[config.mk]
export PLATFORM = sky130hd
export DESIGN_NAME = sub_seq_ctrl
export DESIGN_NICKNAME = d
export VERILOG_FILES = /design/src/rtl/sub_seq_pkg.sv /design/src/rtl/subtractor_4bit.sv /design/src/rtl/sub_seq_ctrl.sv
export SDC_FILE = /design/constraint.sdc
export NUM_CORES = 1
export LEC_CHECK = 0
export CAP_MARGIN = 15
export CORE_MARGIN = 5
export CORE_UTILIZATION = 40
export CTS_CLUSTER_DIAMETER = 200
export DETAILED_ROUTE_END_ITERATION = 16
export SYNTH_ARGS = -nofsm -noshare
export SYNTH_HDL_FRONTEND = slang
export SYNTH_SLANG_ARGS = --single-unit
[constraint.sdc]
create_clock -name clk -period 4.08 [get_ports clk]
set_input_delay 0.612 -clock clk [delete_from_list [all_inputs] [get_ports clk]]
set_output_delay 0.612 -clock clk [all_outputs]
set_load 0.01 [all_outputs]
[src/rtl/sub_seq_pkg.sv]
// Shared types and defaults for the nibble-serial subtractor controller.
package sub_seq_pkg;

  localparam int unsigned NibblesDefault = 4;

  typedef enum logic [1:0] {
    StIdle,
    StRun,
    StDone
  } state_e;

endpackage

[src/rtl/subtractor_4bit.sv]
// 4-bit subtractor with borrow: {B_out, d} = a - b - C_in.
module subtractor_4bit (
  input  logic [3:0] a,
  input  logic [3:0] b,
  input  logic       C_in,
  output logic [3:0] d,
  output logic       B_out
);

  logic [4:0] res;

  // Bit 4 of the zero-extended difference goes high exactly when a < b + C_in.
  assign res = {1'b0, a} - {1'b0, b} - {4'b0000, C_in};
  assign d = res[3:0];
  assign B_out = res[4];

endmodule

[src/rtl/sub_seq_ctrl.sv]
// Sequential W-bit subtractor: one nibble per cycle through a shared 4-bit
// subtractor, LSB first, with a one-cycle done pulse carrying the result.
module sub_seq_ctrl
  import sub_seq_pkg::*;
#(
  parameter int unsigned NIBBLES = NibblesDefault
) (
  input  logic                 clk,
  input  logic                 rst_n,
  input  logic                 start,
  input  logic [4*NIBBLES-1:0] a_in,
  input  logic [4*NIBBLES-1:0] b_in,
  input  logic                 bin,
  output logic                 busy,
  output logic                 done,
  output logic [4*NIBBLES-1:0] diff,
  output logic                 bout
);

  localparam int unsigned W = 4 * NIBBLES;
  localparam int unsigned IdxW = (NIBBLES > 1) ? $clog2(NIBBLES) : 1;
  localparam logic [IdxW-1:0] LastIdx = IdxW'(NIBBLES - 1);

  state_e          state_q;
  logic [W-1:0]    a_q;
  logic [W-1:0]    b_q;
  logic [W-1:0]    shadow_q;
  logic [W-1:0]    shadow_nxt;
  logic            bin_q;
  logic            borrow_q;
  logic [IdxW-1:0] idx_q;
  logic [IdxW+1:0] base;
  logic [3:0]      nib_a;
  logic [3:0]      nib_b;
  logic [3:0]      nib_d;
  logic            nib_bin;
  logic            nib_bout;

  always_comb begin
    base = {idx_q, 2'b00};
    nib_a = a_q[base +: 4];
    nib_b = b_q[base +: 4];
    // Nibble 0 takes the captured borrow-in; later nibbles chain the registered borrow.
    nib_bin = (idx_q == '0) ? bin_q : borrow_q;
    shadow_nxt = shadow_q;
    shadow_nxt[base +: 4] = nib_d;
  end

  subtractor_4bit u_sub (
    .a    (nib_a),
    .b    (nib_b),
    .C_in (nib_bin),
    .d    (nib_d),
    .B_out(nib_bout)
  );

  always_ff @(posedge clk or negedge rst_n) begin
    if (!rst_n) begin
      state_q  <= StIdle;
      a_q      <= '0;
      b_q      <= '0;
      bin_q    <= 1'b0;
      borrow_q <= 1'b0;
      idx_q    <= '0;
      shadow_q <= '0;
      busy     <= 1'b0;
      done     <= 1'b0;
      diff     <= '0;
      bout     <= 1'b0;
    end else begin
      unique case (state_q)
        StIdle: begin
          done <= 1'b0;
          if (start) begin
            a_q      <= a_in;
            b_q      <= b_in;
            bin_q    <= bin;
            borrow_q <= 1'b0;
            idx_q    <= '0;
            busy     <= 1'b1;
            state_q  <= StRun;
          end
        end
        StRun: begin
          shadow_q <= shadow_nxt;
          borrow_q <= nib_bout;
          if (idx_q == LastIdx) begin
            // Result leaves on DONE entry, so merge the final nibble directly.
            diff    <= shadow_nxt;
            bout    <= nib_bout;
            done    <= 1'b1;
            state_q <= StDone;
          end else begin
            idx_q <= idx_q + 1'b1;
          end
        end
        StDone: begin
          done    <= 1'b0;
          busy    <= 1'b0;
          state_q <= StIdle;
        end
        default: begin
          done    <= 1'b0;
          busy    <= 1'b0;
          state_q <= StIdle;
        end
      endcase
    end
  end

endmodule

==> impl_metrics.env, run 1 <==
export IMPL_ys_flop_type="dfrtp_1"
export IMPL_ys_ff_latch=73
export IMPL_outcome="completed"
export IMPL_clock_fmax_mhz=313
export IMPL_coreArea_um2=8220
export IMPL_syn_nets=311
export IMPL_avgSynthCellArea_um2=12.8
export IMPL_synth_area_top_cells="dfrtp_1, mux2_2, mux4_2, ha_1, a22o_1"
export IMPL_clockBufferDepth=2
export IMPL_post_cts_buffers=0
export IMPL_post_drt_via_cell_ratio=5.22
export IMPL_post_dp_cell_area_um2=4020
export IMPL_vias=2254
export IMPL_finalInstanceArea_um2=4230
export IMPL_r2r_end="shadow_q[14]"
export IMPL_async_reset_ff_frac=1.00
export IMPL_clock_latency_ns=0.35
export IMPL_period_needed_ns=3.20
export IMPL_yosysTopAreaCellShare=0.542
export IMPL_area_delta_synth_final_pct=25.6
export IMPL_report_power_total_w=0.00378
export IMPL_drive_gt1_frac=0.226
export IMPL_diodes=0
export IMPL_portBuffers=54
export IMPL_r2r_setup_slack_ns=0.88
export IMPL_synth_edff_count=0
export IMPL_cts_root_buf="clkbuf_8"
export IMPL_post_route_period_util=0.784
export IMPL_clk_pin_slew_ns=0.08
export IMPL_tns_ns=0
export IMPL_vdd_ir_drop_max_v=0.000428
export IMPL_ys_seq_area_frac=0.542
export IMPL_dp_slack_ns=0.898
export IMPL_slew_violations=0
export IMPL_synthCells=263
export IMPL_synth_top_cell_by_area="dfrtp_1"
export IMPL_wl_per_cell_um=16.2
export IMPL_place_gp_congestion=0.811
export IMPL_finalNetCount=370
export IMPL_antenna_left=0
export IMPL_num_io_pins=55
export IMPL_grt_pass1_wl_um=11800
export IMPL_antenna_found_initial=0
export IMPL_crit_path_start_kind="flip-flop"
export IMPL_finalHoldViolCount=0
export IMPL_cp_end_kind="flip-flop"
export IMPL_drt_total_wl_um=6990
export IMPL_cp_required_ns=4.36
export IMPL_setup_viol=0
export IMPL_slew_headroom=0.462
export IMPL_grt_usage=0.147
export IMPL_dieWidth_um=102
export IMPL_core_rowCount=33
export IMPL_grt_pass1_vias=2345
export IMPL_numCtsBuffers=9
export IMPL_rr_worst_depth=8
export IMPL_setup_slack_ns=0.881
export IMPL_leakage_nw=1.83
export IMPL_ys_types=33
export IMPL_fp_dieArea_um2=10400
export IMPL_synth_area_um2=3370
export IMPL_fillCellCount=731
export IMPL_powerDensity_nw_per_um2=894
export IMPL_htreeDepth=3
export IMPL_worst_setup_path_type="reg2reg"
export IMPL_tritoncts="built"
export IMPL_arrival_ns=3.48
export IMPL_grt_max_degree=36
export IMPL_fin_worst_skew_ns=0.0127
export IMPL_clock_sinks=73
export IMPL_first_pass_iters=4
export IMPL_overflow=0
export IMPL_drv_cap=0
export IMPL_cts_repair_resize_count=0
export IMPL_tightest_slew_ns=0.796
export IMPL_grt_setup_unrepaired="no"
export IMPL_dp_hpwl_um=5110
export IMPL_hold_path_class="in2async"
export IMPL_initial_core_util=0.410
export IMPL_timing_hold_ws_ns=0.348
export IMPL_synth_warning_count=0
export IMPL_cts_hold_buf=0
export IMPL_path_max_fanout=12
export IMPL_die_y_um=102
export IMPL_drc=0
export IMPL_rr_startpoint="idx_q[1]"
export IMPL_dr_first_iter_drc_count=64
-- synthesized netlist by cell type, drive strengths merged (2+ instances only) --
cell    count
nand2b      3
ha         10
a21oi      10
mux4        8
nand2      17
o21ai       9
mux2       42
a22o       12
nor2        4
nor3        2
xnor2       2
o31ai       8
inv        21
o22ai       8
dfrtp      73
nor3b       4
clkbuf      4
or3         3
buf         6
fa          2
nor2b       5
-- worst max-delay path by stage --
stage / slack [ns] / cells after the start / endpoint / start
4_1_cts: 0.87 / 8 / shadow_q[14] / idx_q[1]
3_5_place_dp: 0.90 / 8 / shadow_q[14] / idx_q[1]
3_3_place_gp: 0.99 / 8 / shadow_q[14] / idx_q[1]
2_1_floorplan: 1.09 / 10 / shadow_q[14] / idx_q[1]
6_report: 0.88 / 8 / shadow_q[14] / idx_q[1]
5_1_grt: 0.69 / 8 / shadow_q[14] / idx_q[1]
-- layout by cell type, fill, tap and decap left out, drive strengths merged, types with 2 or more instances in the layout --
cell type | netlist | layout
clkbuf | 4 | 10
dfrtp | 73 | 73
mux4 | 8 | 8
nor3b | 4 | 4
nand2b | 3 | 3
fa | 2 | 2
bufinv | 0 | 2
or3 | 3 | 3
nor2b | 5 | 5
clkinv | 0 | 3
a22o | 12 | 12
o31ai | 8 | 8
ha | 10 | 10
nor3 | 2 | 2
mux2 | 42 | 42
xnor2 | 2 | 2
clkdlybuf4s50 | 0 | 53
nand2 | 17 | 17
buf | 6 | 5
o22ai | 8 | 8
inv | 21 | 21
nor2 | 4 | 4
a21oi | 10 | 10
o21ai | 9 | 9
-- cells by family (layout without fill, tap and decap cells) --
group,after synthesis,after routing,share of synthesized area
DFF,73,73,0.542
muxes,51,51,0.197
AOI/OAI and AO/OA,47,47,0.0931
and+or+nand+nor,46,46,0.0727
buffers and inverters,31,95,0.0367
adders and majority gates,12,12,0.0490
xor gates and xnor gates,3,3,0.0100
-- layer usage --
layer | GRT usage | vias up | wire length (um)
li1 | - | 1057 | -
met3 | 0.0437 | 11 | 365
met5 | 0 | - | 0
met2 | 0.227 | 61 | 3300
met4 | 0.0434 | 0 | 95
met1 | 0.203 | 1125 | 3220
-- flip-flops by register name (all words and copies together) (netlist names) --
name and flops:
bin_q 1, borrow_q 1, a_q 16, done 1, bout 1, diff 16
b_q 16, idx_q 2, busy 1, state_q 2, shadow_q 16
-- through the flow --
step,utilization,std cells
3_5_place_dp,0.490,416
3_3_place_gp,0.490,416
2_1_floorplan,-,263
5_1_grt,0.515,432
4_1_cts,0.515,432
6_report,0.515,432
-- layout make-up --
class | count | area, um^2 | share of cell area
Inverter | 21 | 78.8 | 0.0186
Clock inverter | 6 | 82.6 | 0.0195
Timing Repair Buffer | 58 | 566 | 0.134
Clock buffer | 10 | 128 | 0.0301
Multi-Input combinational cell | 159 | 1420 | 0.336
Sequential cell | 73 | 1830 | 0.431
Tap cell | 105 | 131 | 0.0310
-- worst max-delay path: stages, from the launching register on --
cell	delay [ns]
dfrtp_1	0.58
inv_1	0.22
ha_1	0.33
mux2_2	0.38
fa_1	0.44
fa_1	0.44
xnor2_1	0.34
and2_1	0.25
a22o_1	0.15
-- where the power goes --
group	total [W]	switching [W]	leakage, nW	internal (W)
Combinational	0.00198	0.00107	0.802	0.000906
Sequential	0.00120	0.000167	0.923	0.00103
Clock	0.000611	0.000269	0.106	0.000341
Total	0.00378	0.00151	1.83	0.00228
(Power assumes the default switching activity.)
==> run 2, diff against run 1 <==
Clock period 4.08 ns to 3 ns, I/O delays scaled along.
==> run 2 against run 1 <==
Compared with the run above:
- final cell count is 0.69% higher
- die area stayed put
- combinational power is 39% higher
- via count is 0.22% higher
- critical endpoint unchanged
- largest cell class unchanged
- largest power group unchanged
- highest routed layer unchanged
==> impl_metrics.env, run 2 (synthesis results as in run 1) <==
export IMPL_cts_hold_buf=0
export IMPL_path_max_fanout=5
export IMPL_post_drt_via_cell_ratio=5.19
export IMPL_die_y_um=102
export IMPL_antenna_found_initial=0
export IMPL_coreArea_um2=8220
export IMPL_fp_dieArea_um2=10400
export IMPL_clock_latency_ns=0.34
export IMPL_vias=2259
export IMPL_dieWidth_um=102
export IMPL_dp_hpwl_um=5210
export IMPL_post_cts_buffers=0
export IMPL_grtUsageMet2=0.231
export IMPL_use_met1=0.207
export IMPL_clock_fmax_mhz=354
export IMPL_crit_path_start_kind="flip-flop"
export IMPL_place_gp_congestion=0.879
export IMPL_crit_slowest_cell="fa_1"
export IMPL_grt_pass1_wl_um=12000
export IMPL_vdd_ir_drop_max_v=0.000705
export IMPL_arrival_ns=3.10
export IMPL_grt_pass1_vias=2389
export IMPL_finalInstanceArea_um2=4240
export IMPL_cp_required_ns=3.28
export IMPL_powerDensity_nw_per_um2=1200
export IMPL_clk_pin_slew_ns=0.07
export IMPL_finalHoldViolCount=0
export IMPL_leakage_nw=1.84
export IMPL_drive_gt1_frac=0.230
export IMPL_drt_total_wl_um=7110
export IMPL_grt_busiest_layer="met2"
export IMPL_dp_slack_ns=0.200
export IMPL_wl_per_cell_um=16.3
export IMPL_slew_headroom=0.468
export IMPL_finalNetCount=374
export IMPL_layout_common_cells="dfrtp_1, clkdlybuf4s50_1, mux2_2"
export IMPL_portBuffers=54
export IMPL_outcome="completed"
export IMPL_area_delta_synth_final_pct=25.8
export IMPL_hold_path_class="in2async"
export IMPL_first_pass_iters=4
export IMPL_worst_setup_path_type="reg2reg"
export IMPL_grt_setup_unrepaired="no"
export IMPL_grt_use_met3=0.0307
export IMPL_setup_slack_ns=0.178
export IMPL_core_rowCount=33
export IMPL_clockBufferDepth=2
export IMPL_period_needed_ns=2.82
export IMPL_path_common_cell="fa_1"
export IMPL_diodes=0
export IMPL_crit_chain="inv_1 > ha_1 > mux2_2 > fa_1 > fa_1 > xnor2_1 > and2_1 > a22o_1"
export IMPL_overflow=0
export IMPL_numCtsBuffers=9
export IMPL_fin_worst_skew_ns=0.00816
export IMPL_tns_ns=0
export IMPL_grt_max_degree=43
export IMPL_dr_first_iter_drc_count=62
export IMPL_final_common_cell="dfrtp_1"
export IMPL_cts_root_buf="clkbuf_8"
export IMPL_tritoncts="built"
export IMPL_setup_viol=0
export IMPL_num_io_pins=55
export IMPL_tightest_slew_ns=0.787
export IMPL_post_dp_cell_area_um2=4070
export IMPL_drv_cap=0
export IMPL_drc=0
export IMPL_grt_usage=0.150
export IMPL_post_route_period_util=0.941
export IMPL_cts_repair_resize_count=0
export IMPL_slew_violations=0
export IMPL_antenna_left=0
export IMPL_cpPeakStageDelay_ns=0.45
export IMPL_fin_util=0.516
export IMPL_initial_core_util=0.410
export IMPL_htreeDepth=3
export IMPL_cp_end_kind="flip-flop"
export IMPL_clock_sinks=73
## run 2: changes by cell type in the layout (fill, tap and decap cells not counted)
| cell | change |
|---|---|
| buf_4 | +3 |
| buf_12 | +1 |
| clkinvlp_4 | -1 |
| bufinv_16 | -1 |
| clkbuf_1 | +1 |
## run 2: critical path: cells and delay by family, from the launching register on
| family | cells | cell delay (ns) |
|---|---|---|
| AND/OR/NAND/NOR | 1 | 0.27 |
| adder cells (fa/ha/maj) | 3 | 1.09 |
| XOR/XNOR | 1 | 0.38 |
| multiplexers | 1 | 0.35 |
| buffers and inverters | 1 | 0.12 |
| flip-flops | 1 | 0.39 |
| AO/OA/AOI/OAI | 1 | 0.16 |
## run 2: metrics by stage
stage	total power (W)	instances	hold slack, ns
after detailed placement	0.00443	420	0.459
after global placement	0.00437	420	0.453
after CTS	0.00516	435	0.180
final	0.00509	435	0.169
after floorplan	0.00353	263	0.154
after global routing	0.00550	435	0.233
## run 2: worst paths after layout
path | startpoint | end | slack [ns] | cells past startpoint
max | idx_q[1] | shadow_q[14] | 0.18 | 8
min | rst_n | diff[6] | 0.17 | 1
max reg2reg | idx_q[1] | shadow_q[14] | 0.18 | 8
min reg2reg | shadow_q[3] | shadow_q[3] | 0.47 | 2
max in group asynchronous | rst_n | a_q[14] | 2.14 | 2
min in group clk | shadow_q[3] | shadow_q[3] | 0.47 | 2
## run 2: layout make-up
type | count | area [um^2]
clock buffer | 11 | 131
clock inverter | 4 | 45.0
fill | 734 | 3970
inverter | 21 | 78.8
multi-input combinational | 159 | 1420
sequential | 73 | 1830
tap | 105 | 131
timing repair buffer | 62 | 608
## run 2: per-layer routing
layer / wire [um] / up-vias
li1: - / 1063
met1: 3290 / 1123
met3: 338 / 14
met2: 3360 / 59
met4: 121 / 0
met5: 0 / -
## run 2: report_power, final
part	internal, W	switching [W]
combinational	0.00127	0.00149
sequential	0.00140	0.000214
clock	0.000376	0.000348
total	0.00304	0.00205
==> run 3, diff against run 2 <==
Settings changed: CORE_MARGIN 5 to not set.
==> run 3 against run 2 <==
Compared with the run above:
- the flow now finishes with violations (design-rule violations)
- cell area is 1.1% higher
- routed wire length shrank 2.7%
- worst setup slack gained 0.055 ns
- worst hold slack worse by 0.16 ns
- first-iteration DRC count up 130%
- clock-buffer cell count did not move
==> impl_metrics.env, run 3 (synthesis results as in run 1) <==
export IMPL_cts_hold_buf=0
export IMPL_clockBufferDepth=2
export IMPL_antenna_found_initial=0
export IMPL_antenna_left=0
export IMPL_drc=2
export IMPL_numCtsBuffers=9
export IMPL_crit_slowest_cell="fa_1"
export IMPL_post_drt_via_cell_ratio=5.22
export IMPL_die_y_um=93.8
export IMPL_drv_cap=0
export IMPL_hold_path_class="in2async"
export IMPL_vias=2280
export IMPL_clk_pin_slew_ns=0.07
export IMPL_grt_max_degree=31
export IMPL_crit_chain="inv_1 > ha_1 > mux2_2 > fa_1 > fa_1 > xnor2_1 > and2_1 > a22o_1"
export IMPL_area_delta_synth_final_pct=27.2
export IMPL_wl_per_cell_um=15.8
export IMPL_seqCellArea_um2=1830
export IMPL_finalHoldViolCount=0
export IMPL_cpPeakStageDelay_ns=0.45
export IMPL_crit_family="adder cells"
export IMPL_cp_end_kind="flip-flop"
export IMPL_grt_setup_unrepaired="no"
export IMPL_cp_required_ns=3.29
export IMPL_wl_met1_um=3130
export IMPL_crit_path_start_kind="flip-flop"
export IMPL_coreArea_um2=8180
export IMPL_grt_usage=0.182
export IMPL_layout_common_cells="dfrtp_1, clkdlybuf4s50_1, mux2_2"
export IMPL_dp_hpwl_um=5030
export IMPL_period_needed_ns=2.77
export IMPL_overflow=0
export IMPL_violations="design-rule violations"
export IMPL_route_met2_wl_um=3320
export IMPL_clock_latency_ns=0.35
export IMPL_slew_violations=0
export IMPL_place_gp_congestion=0.832
export IMPL_drt_total_wl_um=6910
export IMPL_critical_path_cell_count=8
export IMPL_arrival_ns=3.06
export IMPL_path_common_cell="fa_1"
export IMPL_post_cts_buffers=0
export IMPL_htreeDepth=3
export IMPL_leakage_nw=1.86
export IMPL_finalNetCount=375
export IMPL_path_max_fanout=5
export IMPL_setup_viol=0
export IMPL_num_io_pins=55
export IMPL_cts_root_buf="clkbuf_8"
export IMPL_dieWidth_um=93.8
export IMPL_core_rowCount=33
export IMPL_diodes=0
export IMPL_cts_repair_resize_count=0
export IMPL_fillCellCount=731
export IMPL_timing_hold_ws_ns=0.00826
export IMPL_tightest_slew_ns=0.848
export IMPL_dr_wl_met3_um=348
export IMPL_tritoncts="built"
export IMPL_grt_pass1_vias=2367
export IMPL_dr_first_iter_drc_count=142
export IMPL_outcome="complete, but fails checks"
export IMPL_highest_layer="met4"
export IMPL_cp_num_buf_inv=1
export IMPL_clock_sinks=73
export IMPL_multi_input_area_um2=1420
export IMPL_worst_setup_path_type="reg2reg"
export IMPL_tns_ns=0
export IMPL_drive_gt1_frac=0.241
export IMPL_slew_headroom=0.427
export IMPL_post_route_period_util=0.922
export IMPL_fin_worst_skew_ns=0.00888
export IMPL_first_pass_iters=10
export IMPL_vdd_ir_drop_max_v=0.000585
export IMPL_fp_dieArea_um2=8800
export IMPL_portBuffers=54
export IMPL_rr_worst_depth=8
export IMPL_clock_fmax_mhz=361
export IMPL_grt_pass1_wl_um=12000
export IMPL_powerDensity_nw_per_um2=1230
export IMPL_initial_core_util=0.412
export IMPL_final_common_cell="dfrtp_1"
[run 3: cell types whose count changed in the layout (fill, tap and decap cells not counted)]
cell	delta
buf_12	-1
clkinv_2	-1
clkbuf_1	-2
buf_4	+2
bufinv_16	+1
clkbuf_8	+2
clkinvlp_4	+1
[run 3: area by class of cell]
type / count / area share
inverter: 21 / 0.0184
clock buffer: 11 / 0.0353
timing repair buffer: 63 / 0.141
clock inverter: 5 / 0.0181
sequential: 73 / 0.426
tap: 105 / 0.0306
multi-input combinational: 159 / 0.331
[run 3: report_power, final]
part / switching (W) / total [W] / internal (W)
Clock: 0.000361 / 0.000872 / 0.000510
Combinational: 0.00152 / 0.00279 / 0.00127
Sequential: 0.000211 / 0.00161 / 0.00140
[run 3: final timing paths]
check                              from            to  slack, ns
setup reg to reg               idx_q[1]   shadow_q[2]       0.23
max in group asynchronous         rst_n          done       2.25
min in group clk           shadow_q[11]  shadow_q[11]       0.47
hold reg to reg            shadow_q[11]  shadow_q[11]       0.47
hold / removal                    rst_n       diff[6]      0.008
setup / recovery               idx_q[1]   shadow_q[2]       0.23
[run 3: per-stage QoR]
| stage | instance area [um^2] | worst slack [ns] | utilization | power [W] | cells |
|---|---|---|---|---|---|
| finish | 4290 | 0.233 | 0.525 | 0.00527 | 437 |
| global route | 4290 | 0.0304 | 0.525 | 0.00566 | 437 |
| CTS | 4290 | 0.222 | 0.525 | 0.00532 | 437 |
| detailed placement | 4060 | 0.238 | 0.497 | 0.00443 | 421 |
| global placement | 4060 | 0.310 | 0.497 | 0.00438 | 421 |
| floorplan | 3370 | 0.0149 | - | 0.00353 | 263 |
[run 3: per-layer routing]
metal  GRT usage  vias to the layer above
li1            -                     1071
met1       0.239                     1129
met2       0.288                       68
met3      0.0469                       12
met4      0.0692                        0
met5           0                        -
